**config.mk**
```make
export PLATFORM = sky130hd
export DESIGN_NAME = serial_add_datapath
export DESIGN_NICKNAME = d
export VERILOG_FILES = /design/src/rtl/serial_add_pkg.sv /design/src/rtl/serial_fa_bit.sv /design/src/rtl/serial_add_datapath.sv
export SDC_FILE = /design/constraint.sdc
export NUM_CORES = 1
export LEC_CHECK = 0
export BUFFER_PORTS_ARGS = -buffer_cell sky130_fd_sc_hd__buf_2
export CAP_MARGIN = 10
export CORE_MARGIN = 3
export CORE_UTILIZATION = 49
export DETAILED_ROUTE_END_ITERATION = 8
export GPL_ROUTABILITY_DRIVEN = 0
export GPL_TIMING_DRIVEN = 0
export HOLD_SLACK_MARGIN = 0.06
export PLACE_DENSITY = 0.74
export SLEW_MARGIN = 20
export SYNTH_ARGS = -nofsm -noshare
export SYNTH_HDL_FRONTEND = slang
export SYNTH_SLANG_ARGS = --single-unit
```
**constraint.sdc**
```tcl
create_clock -name clk_i -period 1.7 [get_ports clk_i]
set_clock_uncertainty 0.15 [all_clocks]
set_input_delay 0.255 -clock clk_i [delete_from_list [all_inputs] [get_ports clk_i]]
set_output_delay 0.255 -clock clk_i [all_outputs]
set_load 0.1 [all_outputs]
```
**src/rtl/serial_add_pkg.sv**
```systemverilog
// Shared definitions for the serial adder datapath.
//   DEF_W    : default operand width
//   cnt_w()  : bits needed for a step counter that reaches w+1
//   CNT_W    : counter width for the default operand width
package serial_add_pkg;

    localparam int unsigned DEF_W = 10;

    // The counter must represent 0..w+1, so size it for w+2 distinct values.
    function automatic int unsigned cnt_w(input int unsigned w);
        return $clog2(w + 2);
    endfunction

    localparam int unsigned CNT_W = $clog2(DEF_W + 2);

endpackage

```
**src/rtl/serial_fa_bit.sv**
```systemverilog
// Single-bit combinational full adder used for the serial bit step.
//   i_a, i_b, i_cin : addend bits and carry in
//   o_s             : sum bit
//   o_cout          : carry out (majority of the three inputs)
module serial_fa_bit (
    input  logic i_a,
    input  logic i_b,
    input  logic i_cin,
    output logic o_s,
    output logic o_cout
);

    assign o_s    = i_a ^ i_b ^ i_cin;
    assign o_cout = (i_a & i_b) | (i_a & i_cin) | (i_b & i_cin);

endmodule

```
**src/rtl/serial_add_datapath.sv**
```systemverilog
// Datapath half of the serial adder. Captures two W-bit operands on load, then adds
// them LSB-first, one bit per enable, through a single full adder and carry flop.
// The (W+1)-th enable publishes the W+1 bit sum with a one-cycle valid pulse.
//   clk_i, rst_i   : clock, asynchronous active-low reset (clears everything)
//   rst_n          : synchronous active-low clear of working state (keeps sum_o)
//   load, enable   : capture operands / perform one bit step (load wins)
//   a_i, b_i       : operands, sampled on load only
//   sum_o          : last completed sum, held until the next completion
//   sum_valid_o    : one-cycle pulse with each sum_o update
//   busy_o         : high from load until completion
//   serial_o       : sum bit produced by the most recent step
module serial_add_datapath
    import serial_add_pkg::*;
#(
    parameter int unsigned W = DEF_W
) (
    input  logic         clk_i,
    input  logic         rst_i,
    input  logic         rst_n,
    input  logic         load,
    input  logic         enable,
    input  logic [W-1:0] a_i,
    input  logic [W-1:0] b_i,
    output logic [W:0]   sum_o,
    output logic         sum_valid_o,
    output logic         busy_o,
    output logic         serial_o
);

    localparam int unsigned CW = cnt_w(W);

    logic [W-1:0]  r_a_sh;
    logic [W-1:0]  r_b_sh;
    logic          r_carry;
    // Upper W bits of the partial sum; the lowest bit of a full W+1 shifter is
    // shifted out unread on every step, so it is not stored.
    logic [W-1:0]  r_sum_sh;
    logic [CW-1:0] r_cnt;
    logic          r_armed;
    logic [W:0]    r_sum;
    logic          r_sum_valid;
    logic          r_serial;

    logic          w_s;
    logic          w_c;
    logic          w_step;
    logic          w_last;

    serial_fa_bit u_fa (
        .i_a    (r_a_sh[0]),
        .i_b    (r_b_sh[0]),
        .i_cin  (r_carry),
        .o_s    (w_s),
        .o_cout (w_c)
    );

    assign w_step = enable & r_armed;
    assign w_last = (r_cnt == CW'(W));

    always_ff @(posedge clk_i or negedge rst_i) begin
        if (!rst_i) begin
            r_a_sh      <= '0;
            r_b_sh      <= '0;
            r_carry     <= 1'b0;
            r_sum_sh    <= '0;
            r_cnt       <= '0;
            r_armed     <= 1'b0;
            r_sum       <= '0;
            r_sum_valid <= 1'b0;
            r_serial    <= 1'b0;
        end else begin
            r_sum_valid <= 1'b0;
            if (!rst_n) begin
                // sum_o is intentionally kept: the controller idles with rst_n low.
                r_a_sh   <= '0;
                r_b_sh   <= '0;
                r_carry  <= 1'b0;
                r_sum_sh <= '0;
                r_cnt    <= '0;
                r_armed  <= 1'b0;
                r_serial <= 1'b0;
            end else if (load) begin
                r_a_sh   <= a_i;
                r_b_sh   <= b_i;
                r_carry  <= 1'b0;
                r_sum_sh <= '0;
                r_cnt    <= '0;
                r_armed  <= 1'b1;
            end else if (w_step) begin
                r_a_sh   <= {1'b0, r_a_sh[W-1:1]};
                r_b_sh   <= {1'b0, r_b_sh[W-1:1]};
                r_sum_sh <= {w_s, r_sum_sh[W-1:1]};
                r_carry  <= w_c;
                r_serial <= w_s;
                r_cnt    <= r_cnt + 1'b1;
                if (w_last) begin
                    r_sum       <= {w_s, r_sum_sh};
                    r_sum_valid <= 1'b1;
                    r_armed     <= 1'b0;
                end
            end
        end
    end

    assign sum_o       = r_sum;
    assign sum_valid_o = r_sum_valid;
    assign busy_o      = r_armed;
    assign serial_o    = r_serial;

endmodule
```
# ---- Word-level counts from Yosys, hierarchy flattened
# Index checks and enable logic that the tools add are counted.
dict set report word_totals {
  register_bits 49
  in_bits 25
  out_inout_bits 14
}
dict set report classes {
  bitwise 9
  n_reduce_logical 3
  mux 26
  n_eq_ne 5
  n_addsub 1
}
# cell count
set op_table {}
lappend op_table {{$mux W10} 9}
lappend op_table {{$mux W1} 14}
lappend op_table {{$mux W4} 3}
lappend op_table {{$ne A3 B1 Y1 const B} 2}
lappend op_table {{$add A4 B1 Y4 const B} 1}
lappend op_table {{$and A1 B1 Y1} 4}
lappend op_table {{$eq A4 B4 Y1 const B} 1}
lappend op_table {{$reduce_and A2 Y1} 2}
lappend op_table {{$reduce_and A4 Y1} 1}
lappend op_table {{$ne A2 B1 Y1 const B} 1}
lappend op_table {{$ne A2 B2 Y1 const B} 1}
lappend op_table {{$or A1 B1 Y1} 2}
lappend op_table {{$xor A1 B1 Y1} 2}
lappend op_table {{$not A1 Y1} 1}

# ---- Longest topological paths before layout
# Gate-level depths: netlist (run 1).
dict set report logic_depth {
  depth_word 6
  depth_mapped 6
  depth_no_buf 5
}

# ---- Hierarchy
# From an unflattened synthesis (run 1), not the netlist that was laid out.
dict set report hier_totals {
  cells_unflattened 215
  hier_area_um2 2179.6
}
# module cells_each n_inst area_each_um2 seq_area_each_um2
set by_module_without_submodules {}
lappend by_module_without_submodules {serial_add_datapath 214 1 2159.6 1226.2}
lappend by_module_without_submodules {serial_fa_bit 1 1 20.0 0.0}

# ---- Worst setup path before layout (run 1)
# OpenSTA, ideal clock, no wires.
dict set report synth_timing {
  path_kind {register -> register}
  start {register r_armed (netlist: busy_o)}
  end {register r_sum[10] (netlist: sum_o[10])}
  path_stages_with_launch 5
  synth_period_minus_slack_ns 2.397
  arrival_ns 2.120
  t_required_ns 1.424
  setup_time_ns 0.126
  setup_slack_ns -0.697
  cell_sequence {dfrtp_1 nand2_1 nor3b_4 buf_12 mux2_4}
}
dict set report synth_via {
  elab_chain_cells 2
}
# element line_no
set synth_lines {}
lappend synth_lines {{start: declaration} serial_add_datapath.sv:39} ;# logic r_armed;
lappend synth_lines {{start signal: assignment} serial_add_datapath.sv:67} ;# r_armed <= 1'b0;
lappend synth_lines {{start signal: assignment} serial_add_datapath.sv:80} ;# r_armed <= 1'b0;
lappend synth_lines {{start signal: assignment} serial_add_datapath.sv:88} ;# r_armed <= 1'b1;
lappend synth_lines {{$and A1 B1 Y1} serial_add_datapath.sv:57} ;# assign w_step = enable & r_armed;
lappend synth_lines {{$reduce_and A4 Y1 (no line)} -}
lappend synth_lines {{end signal: assignment} serial_add_datapath.sv:97} ;# r_sum <= {w_s, r_sum_sh};
lappend synth_lines {{end: declaration} serial_add_datapath.sv:40} ;# logic [W:0] r_sum;
# No other way between the ends.
# A chain may end at the register's enable or synchronous reset.

# ---- Worst setup path after layout (run 1)
dict set report layout_timing {
  start {register r_cnt[0]}
  end {register r_sum[6] (netlist: sum_o[6])}
}
dict set report layout_via {
  elab_chain_cells 2
}
# element line_no
set layout_lines {}
lappend layout_lines {{start: declaration} serial_add_datapath.sv:38} ;# logic [CW-1:0] r_cnt;
lappend layout_lines {{start signal: assignment} serial_add_datapath.sv:95} ;# r_cnt <= r_cnt + 1'b1;
lappend layout_lines {{$eq A4 B4 Y1} serial_add_datapath.sv:58} ;# assign w_last = (r_cnt == CW'(W));
lappend layout_lines {{$reduce_and A4 Y1 (no line)} -}
# No other way between the ends.

==> results of run 1 <==
[how the worst max path moves through the flow]
stage,start,endpoint
2_1_floorplan,busy_o,sum_o[10]
3_3_place_gp,r_cnt[0],sum_o[5]
3_5_place_dp,r_cnt[0],sum_o[3]
4_1_cts,r_cnt[0],sum_o[8]
5_1_grt,r_cnt[0],sum_o[7]
6_report,r_cnt[0],sum_o[6]
[worst max-delay path: cells and delay by family (launching register included)]
| family | cells | cell delay (ns) |
|---|---|---|
| and+or+nand+nor | 2 | 0.38 |
| buffers and inverters | 3 | 0.37 |
| adders and majority gates | 1 | 0.12 |
| muxes | 1 | 0.29 |
| DFF | 1 | 0.41 |
[area by class of cell]
class | instances | area [um^2]
tap | 50 | 62.6
sequential | 49 | 1230
clock buffer | 5 | 68.8
multi-input combinational | 147 | 886
clock inverter | 3 | 65.1
timing repair buffer | 47 | 293
buffer | 16 | 87.6
inverter | 2 | 7.51
fill | 354 | 1440
[stage by stage]
stage	cell area, um^2	worst slack [ns]	std cells
after floorplan	2190	-0.0403	214
after global placement	2440	-0.165	302
after detailed placement	2440	-0.176	302
after CTS	2620	-0.0591	315
after global routing	2700	-0.183	319
final	2700	-0.131	319
[logic make-up (layout without fill, tap and decap cells)]
logic type | Yosys count | after routing | share of synthesized area (%)
xor+xnor | 2 | 2 | 0.805
fa+ha+maj | 3 | 3 | 2.07
mux | 11 | 11 | 7.24
compound gates | 56 | 56 | 14.3
flops | 49 | 49 | 56.3
simple gates | 75 | 75 | 14.9
buf+inv | 18 | 73 | 4.31
[synthesized netlist by cell type, drive strengths merged]
cell type and instances:
and2 1, o21ai 21, or3 1, xor2 1, and3b 1, a31oi 19, nand2 62, xnor2 1
a21boi 3, mux2 11, nor2 2, clkbuf 12, inv 2, nand2b 2, dfrtp 49, nor3b 1
a21oi 13, nand3 5, fa 1, buf 4, ha 2
[per-layer routing]
layer,up-vias,part of all wire [%],track usage [%]
met2,50,49,29.9
met5,-,0,0
met3,10,5.1,3.44
met4,0,1.7,8.20
met1,831,44,25.2
li1,839,-,-
[flip-flops by register name, summed over array words and instances, names as in the netlist]
| register | cells |
|---|---|
| busy_o | 1 |
| r_cnt | 4 |
| r_b_sh | 10 |
| r_sum_sh | 10 |
| sum_valid_o | 1 |
| r_carry | 1 |
| r_a_sh | 10 |
| serial_o | 1 |
| sum_o | 11 |
[power by group]
group          internal [uW]  switching, uW
logic                   72.8            139
registers               1200           23.4
clock network            584            386
[what timing repair did]
item / CTS / global route
pin swaps: 0 / 1
hold buffers: 2 / 1
hold endpoints to repair: 51 / 49
setup endpoints to repair: 11 / 20
buffers inserted: 3 / 2
gates resized for setup: 1 / 9
gates cloned: 0 / 1
==> impl_results.md, run 1 <==
- Max-slew violations: 0
- Half-perimeter wire length after placement: about 3000 um
- WHS Endpoint: busy_o
- Clock root buffer: sky130_fd_sc_hd__clkbuf_8
- Boundary Pins: 39
- Final cycle utilization of the critical path: 108%
- Critical Path Source Type: flip-flop
- Sequential-to-total area share from yosys stat: 56.3%
- Cells along the critical path: inv_2 -> ha_4 -> and3b_2 -> nor3b_4 -> buf_4 -> clkbuf_16 -> mux2_4
- Reg-to-reg critical path startpoint: r_cnt[0]
- Worst hold path class: in2reg
- Largest fanout on the critical path: 5
- Hold_sp: enable
- Dominant cells by area after synthesis: sky130_fd_sc_hd__dfrtp_1 (56%), sky130_fd_sc_hd__nand2_1 (11%), sky130_fd_sc_hd__mux2_4 (6.2%)
- Post-Route Setup TNS: -1.16 ns
- Total of warnings raised by yosys: 0
- Full die area: about 5300 um^2
- Minimum setup slack among reg-to-reg paths: -0.13 ns
- Slowest stage cell, crit path: sky130_fd_sc_hd__dfrtp_1
- Clock latency reported for the late side of the worst-skew pair: 0.30 ns
- Layout Area Growth over Synthesis: 24.0%
- Worst slew margin: roughly 60%
- Post-route antenna net violation count: 0
- DRC violation total after the first TritonRoute iteration: between 100 and 150
- Core area: roughly 4100 um^2
- Failing checks: setup timing
- Post-synth design cell area: ~2200 um^2
- Number of antenna violations at the first check in global routing: 0
- Initial Utilization: between 50% and 60%
- Core occupancy in the finished layout: 65.2%
- RSZ-0062 raised after global routing: yes
- Critical path arrival: 1.88 ns
- Overall Power: between 2000 and 2500 uW
- Most common library cell in the layout ignoring fill and taps: sky130_fd_sc_hd__nand2_1
- Number of H-tree levels: 2
- Via-per-instance ratio: about 5.4
- # clock sinks: just under 50
- Maximum number of pins on one net before global-route repair: 50
- Final Critical Period: approximately 1.8 ns
- Wire length per cell: around 15 um
- Critical R2R Capture: sum_o[6]
- Number of instances in the synthesized netlist: roughly 210
- Smallest hold slack: approximately 0.084 ns
- Kind of critical path: reg2reg
- Die Width: ~73 um
- Count of state elements after synthesis: between 40 and 50
- Clock Path Buffers: 2
- Core Rows: 23
- Commonest non-fill, non-tap cells in the layout: sky130_fd_sc_hd__nand2_1 (61), sky130_fd_sc_hd__dfrtp_1 (48), sky130_fd_sc_hd__buf_2 (39)
- Synthesized net count: approximately 240
- Residual DRC count: 0
- Largest area contributor in the synthesized netlist: sky130_fd_sc_hd__dfrtp_1
- Slew of the pin with the lowest slew margin: 0.604 ns
- Max cap viols: 0
- Smallest setup slack after layout: -0.131 ns
- Proportion of netlist area held by the largest area contributor: 56.3%
- Port buffer count: 38
- Number of optimization iterations in the first detailed-route pass: 4
- CTS tree: yes
- GRT Total Usage: 18.8%
- Hold Path Stages: 2
- Global-route wire length before repair: 7640 um
- Number of cells traversed by the worst register-to-register path: 7
- Worst IR Drop VDD: 0.000432 V
- Clock transition at the registers of the reported paths: roughly 0.090 ns
- Net count of the finished layout: ~300
- Cell Pwr Density: 891 nW/um^2
- Critical path capture point type: flip-flop
- Maximum clock rate: 0.546 GHz
- Slowest Stage Delay on Critical Path: between 0.4 and 0.5 ns
- Final setup violation count: 11
- Overall overflow remaining after global route: 0
- Wire length reported by the detailed router: around 4600 um
- Die height: a little over 70 um
- Number of CTS-inserted buffers: 5
- Via count of the first global-routing pass: roughly 1.7k
- Data required, critical path: roughly 1.8 ns
- Antenna diode count: 0
- Vias after detailed routing: roughly 1.7k
- Run status: finished with violations
- Post-synthesis average cell area: a little over 10 um^2
- Standby leakage power: ~0.0013 uW
- Synth unique cells: 25
- Final hold violation count: 0
- Layout cell share with drive strength beyond 1: 27.9%
Note: power is estimated with default switching activity, not from simulation.
==> run 2, diff against run 1 <==
Settings changed: BUFFER_PORTS_ARGS -buffer_cell sky130_fd_sc_hd__buf_2 to not set, CORE_UTILIZATION 49 to 50, DONT_BUFFER_PORTS set to 1, PLACE_DENSITY 0.74 to not set, PLACE_DENSITY_LB_ADDON set to 0.05.
==> run 2 against run 1 <==
- non-clock buffer count down 19
- total power down 8.0%
- worst setup slack gained 0.076 ns
- the run still ends with setup timing left
- sequential cell count unchanged
- critical endpoint is now sum_o[9]
- sequential share of layout area rose by 0.30 points
- cell count decreased by 6.0%
- clock power is 23% lower
==> impl_results.md, run 2 (synthesized netlist as in run 1, its figures left out) <==
- Run status: finished with violations
- Failing checks: setup timing
- Max cap viols: 0 (unchanged)
- Cell Pwr Density: 824 nW/um^2 (-7.5%)
- Die height: 72.0 um (-0.92%)
- CTS tree: yes
- Maximum clock rate: 0.570 GHz (+4.3%)
- Final Critical Period: 1.75 ns (-0.0759 ns)
- Flip-flop count of the largest register after layout: 11 (unchanged)
- Overall Power: 2210 uW (-8.0%)
- Via count of the first global-routing pass: 1731 (+2.9%)
- Final hold violation count: 0 (unchanged)
- Clock latency reported for the late side of the worst-skew pair: 0.30 ns (about the same)
- Post-route antenna net violation count: 0 (unchanged)
- Clock Path Buffers: 2 (unchanged)
- Largest fanout on the critical path: 10 (+5)
- Residual DRC count: 0 (unchanged)
- Overall overflow remaining after global route: 0 (unchanged)
- Data required, critical path: 1.74 ns (about the same)
- Reg-to-reg critical path startpoint: r_cnt[0]
- Minimum setup slack among reg-to-reg paths: -0.05 ns (+0.08 ns)
- Kind of critical path: reg2reg
- Wire length reported by the detailed router: 4810 um (+4.0%)
- Core Rows: 23 (unchanged)
- GRT Total Usage: 20.3% (+1.5 points)
- # clock sinks: 49 (unchanged)
- Worst setup timing slack at the placement stage: -0.196 ns (-0.0201 ns)
- Worst slew margin: 39.0% (-21 points)
- Post-layout instance area: 2690 um^2 (-0.56%)
- Number of cells traversed by the worst register-to-register path: 6 (-1)
- Critical R2R Capture: sum_o[9]
- Vias after detailed routing: 1724 (-0.35%)
- Critical Path Source Type: flip-flop
- Final cycle utilization of the critical path: 103% (-4.5 points)
- Core area: 4090 um^2 (-1.4%)
- Standby leakage power: 0.00116 uW (-8.1%)
- Number of antenna violations at the first check in global routing: 0 (unchanged)
- Net count of the finished layout: 277 (-6.4%)
- Clock transition at the registers of the reported paths: 0.09 ns (about the same)
- Number of optimization iterations in the first detailed-route pass: 4 (unchanged)
- Layout Area Growth over Synthesis: 23.3%
- Worst hold path class: in2reg
- Half-perimeter wire length after placement: 3050 um (+1.8%)
- Die Width: 72.0 um (-0.92%)
- Via-per-instance ratio: 5.75 (+6.0%)
- Commonest non-fill, non-tap cells in the layout: sky130_fd_sc_hd__nand2_1 (61), sky130_fd_sc_hd__dfrtp_1 (47), sky130_fd_sc_hd__dlygate4sd3_1 (23)
- WHS Endpoint: r_b_sh[8]
- Slew of the pin with the lowest slew margin: 0.915 ns (+0.310 ns)
- Smallest setup slack after layout: -0.0547 ns (+0.0759 ns)
- RSZ-0062 raised after global routing: yes
- Final setup violation count: 11 (unchanged)
- Port buffer count: 0 (-100%)
- Start point of the critical path: r_cnt[0]
- Total placed instance area: 2250 um^2 (-7.8%)
- Initial Utilization: 53.3% (+0.74 points)
- DRC violation total after the first TritonRoute iteration: 107 (-25%)
- Wire length per cell: 16.0 um (+11%)
- Most common library cell in the layout ignoring fill and taps: sky130_fd_sc_hd__nand2_1
- Layout cell share with drive strength beyond 1: 15.6% (-12 points)
- Number of H-tree levels: 2 (unchanged)
- Critical path capture point type: flip-flop
- Full die area: 5180 um^2 (-1.8%)
- Worst IR Drop VDD: 0.000477 V (+10%)
- Clock root buffer: sky130_fd_sc_hd__clkbuf_8
- Boundary Pins: 39 (unchanged)
- Hold Path Stages: 2 (unchanged)
- Maximum number of pins on one net before global-route repair: 50 (unchanged)
- Hold_sp: b_i[8]
- Max-slew violations: 0 (unchanged)
- Number of CTS-inserted buffers: 5 (unchanged)
- Global-route wire length before repair: 8200 um (+7.4%)
- Antenna diode count: 0 (unchanged)
- Critical path arrival: 1.79 ns (-0.09 ns)
## run 2: timing repair
item                                    in CTS  in global routing
endpoints found under the hold margin       75                  0
buffers inserted                             4                  1
endpoints found under the setup margin      41                 42
resized for setup                            9                 12
hold buffers                                24                  0
pin swaps                                    0                  1
## run 2: worst max path at each step
stage	to	slack [ns]	cells past startpoint
2_1_floorplan	sum_o[10]	-0.04	4
3_3_place_gp	r_sum_sh[1]	-0.17	5
3_5_place_dp	r_sum_sh[7]	-0.20	5
4_1_cts	sum_o[9]	-0.04	6
5_1_grt	sum_o[8]	-0.17	6
6_report	sum_o[9]	-0.05	6
## run 2: power by group
part	leakage [uW]	internal, uW	total (uW)	switching [uW]
Combinational	0.000446	99.4	223	124
Sequential	0.000661	1200	1240	42.0
Clock	0.0000542	368	746	378
Total	0.00116	1670	2210	544
## run 2: routing by layer
metal	part of all wire (%)	global-route usage, %	routed length [um]	vias to the layer above
met4	2.3	8.77	109	0
met1	41	24.1	1990	848
met2	51	35.3	2460	65
li1	-	-	-	798
met5	0	0	0	-
met3	5.3	4.57	256	13
## run 2: final cells by class
| class | instances | area [um^2] |
|---|---|---|
| plain buffers | 15 | 104 |
| clock buffers | 7 | 96.3 |
| flip-flops and latches | 49 | 1230 |
| fillers | 348 | 1400 |
| inverters | 2 | 7.51 |
| clock inverters | 1 | 5.00 |
| repair buffers | 29 | 295 |
| multi-input cells | 147 | 883 |
| well taps | 50 | 62.6 |
## run 2: critical path, stage by stage (launching register included)
cell and delay (ns):
sky130_fd_sc_hd__dfrtp_1 0.39, sky130_fd_sc_hd__inv_1 0.06, sky130_fd_sc_hd__ha_1 0.13, sky130_fd_sc_hd__and3b_1 0.17, sky130_fd_sc_hd__nor3b_4 0.26, sky130_fd_sc_hd__buf_12 0.18
sky130_fd_sc_hd__mux2_4 0.30
## run 2: metrics by stage
stage / instances / hold slack (ns) / setup TNS [ns] / util, %
after floorplan: 214 / -0.191 / -0.362 / -
after global placement: 264 / -0.190 / -3.43 / 55.1
after detailed placement: 264 / -0.190 / -4.04 / 55.1
after CTS: 299 / 0.0616 / -0.412 / 65.2
after global routing: 300 / 0.0792 / -1.72 / 65.7
final: 300 / 0.0620 / -0.550 / 65.7
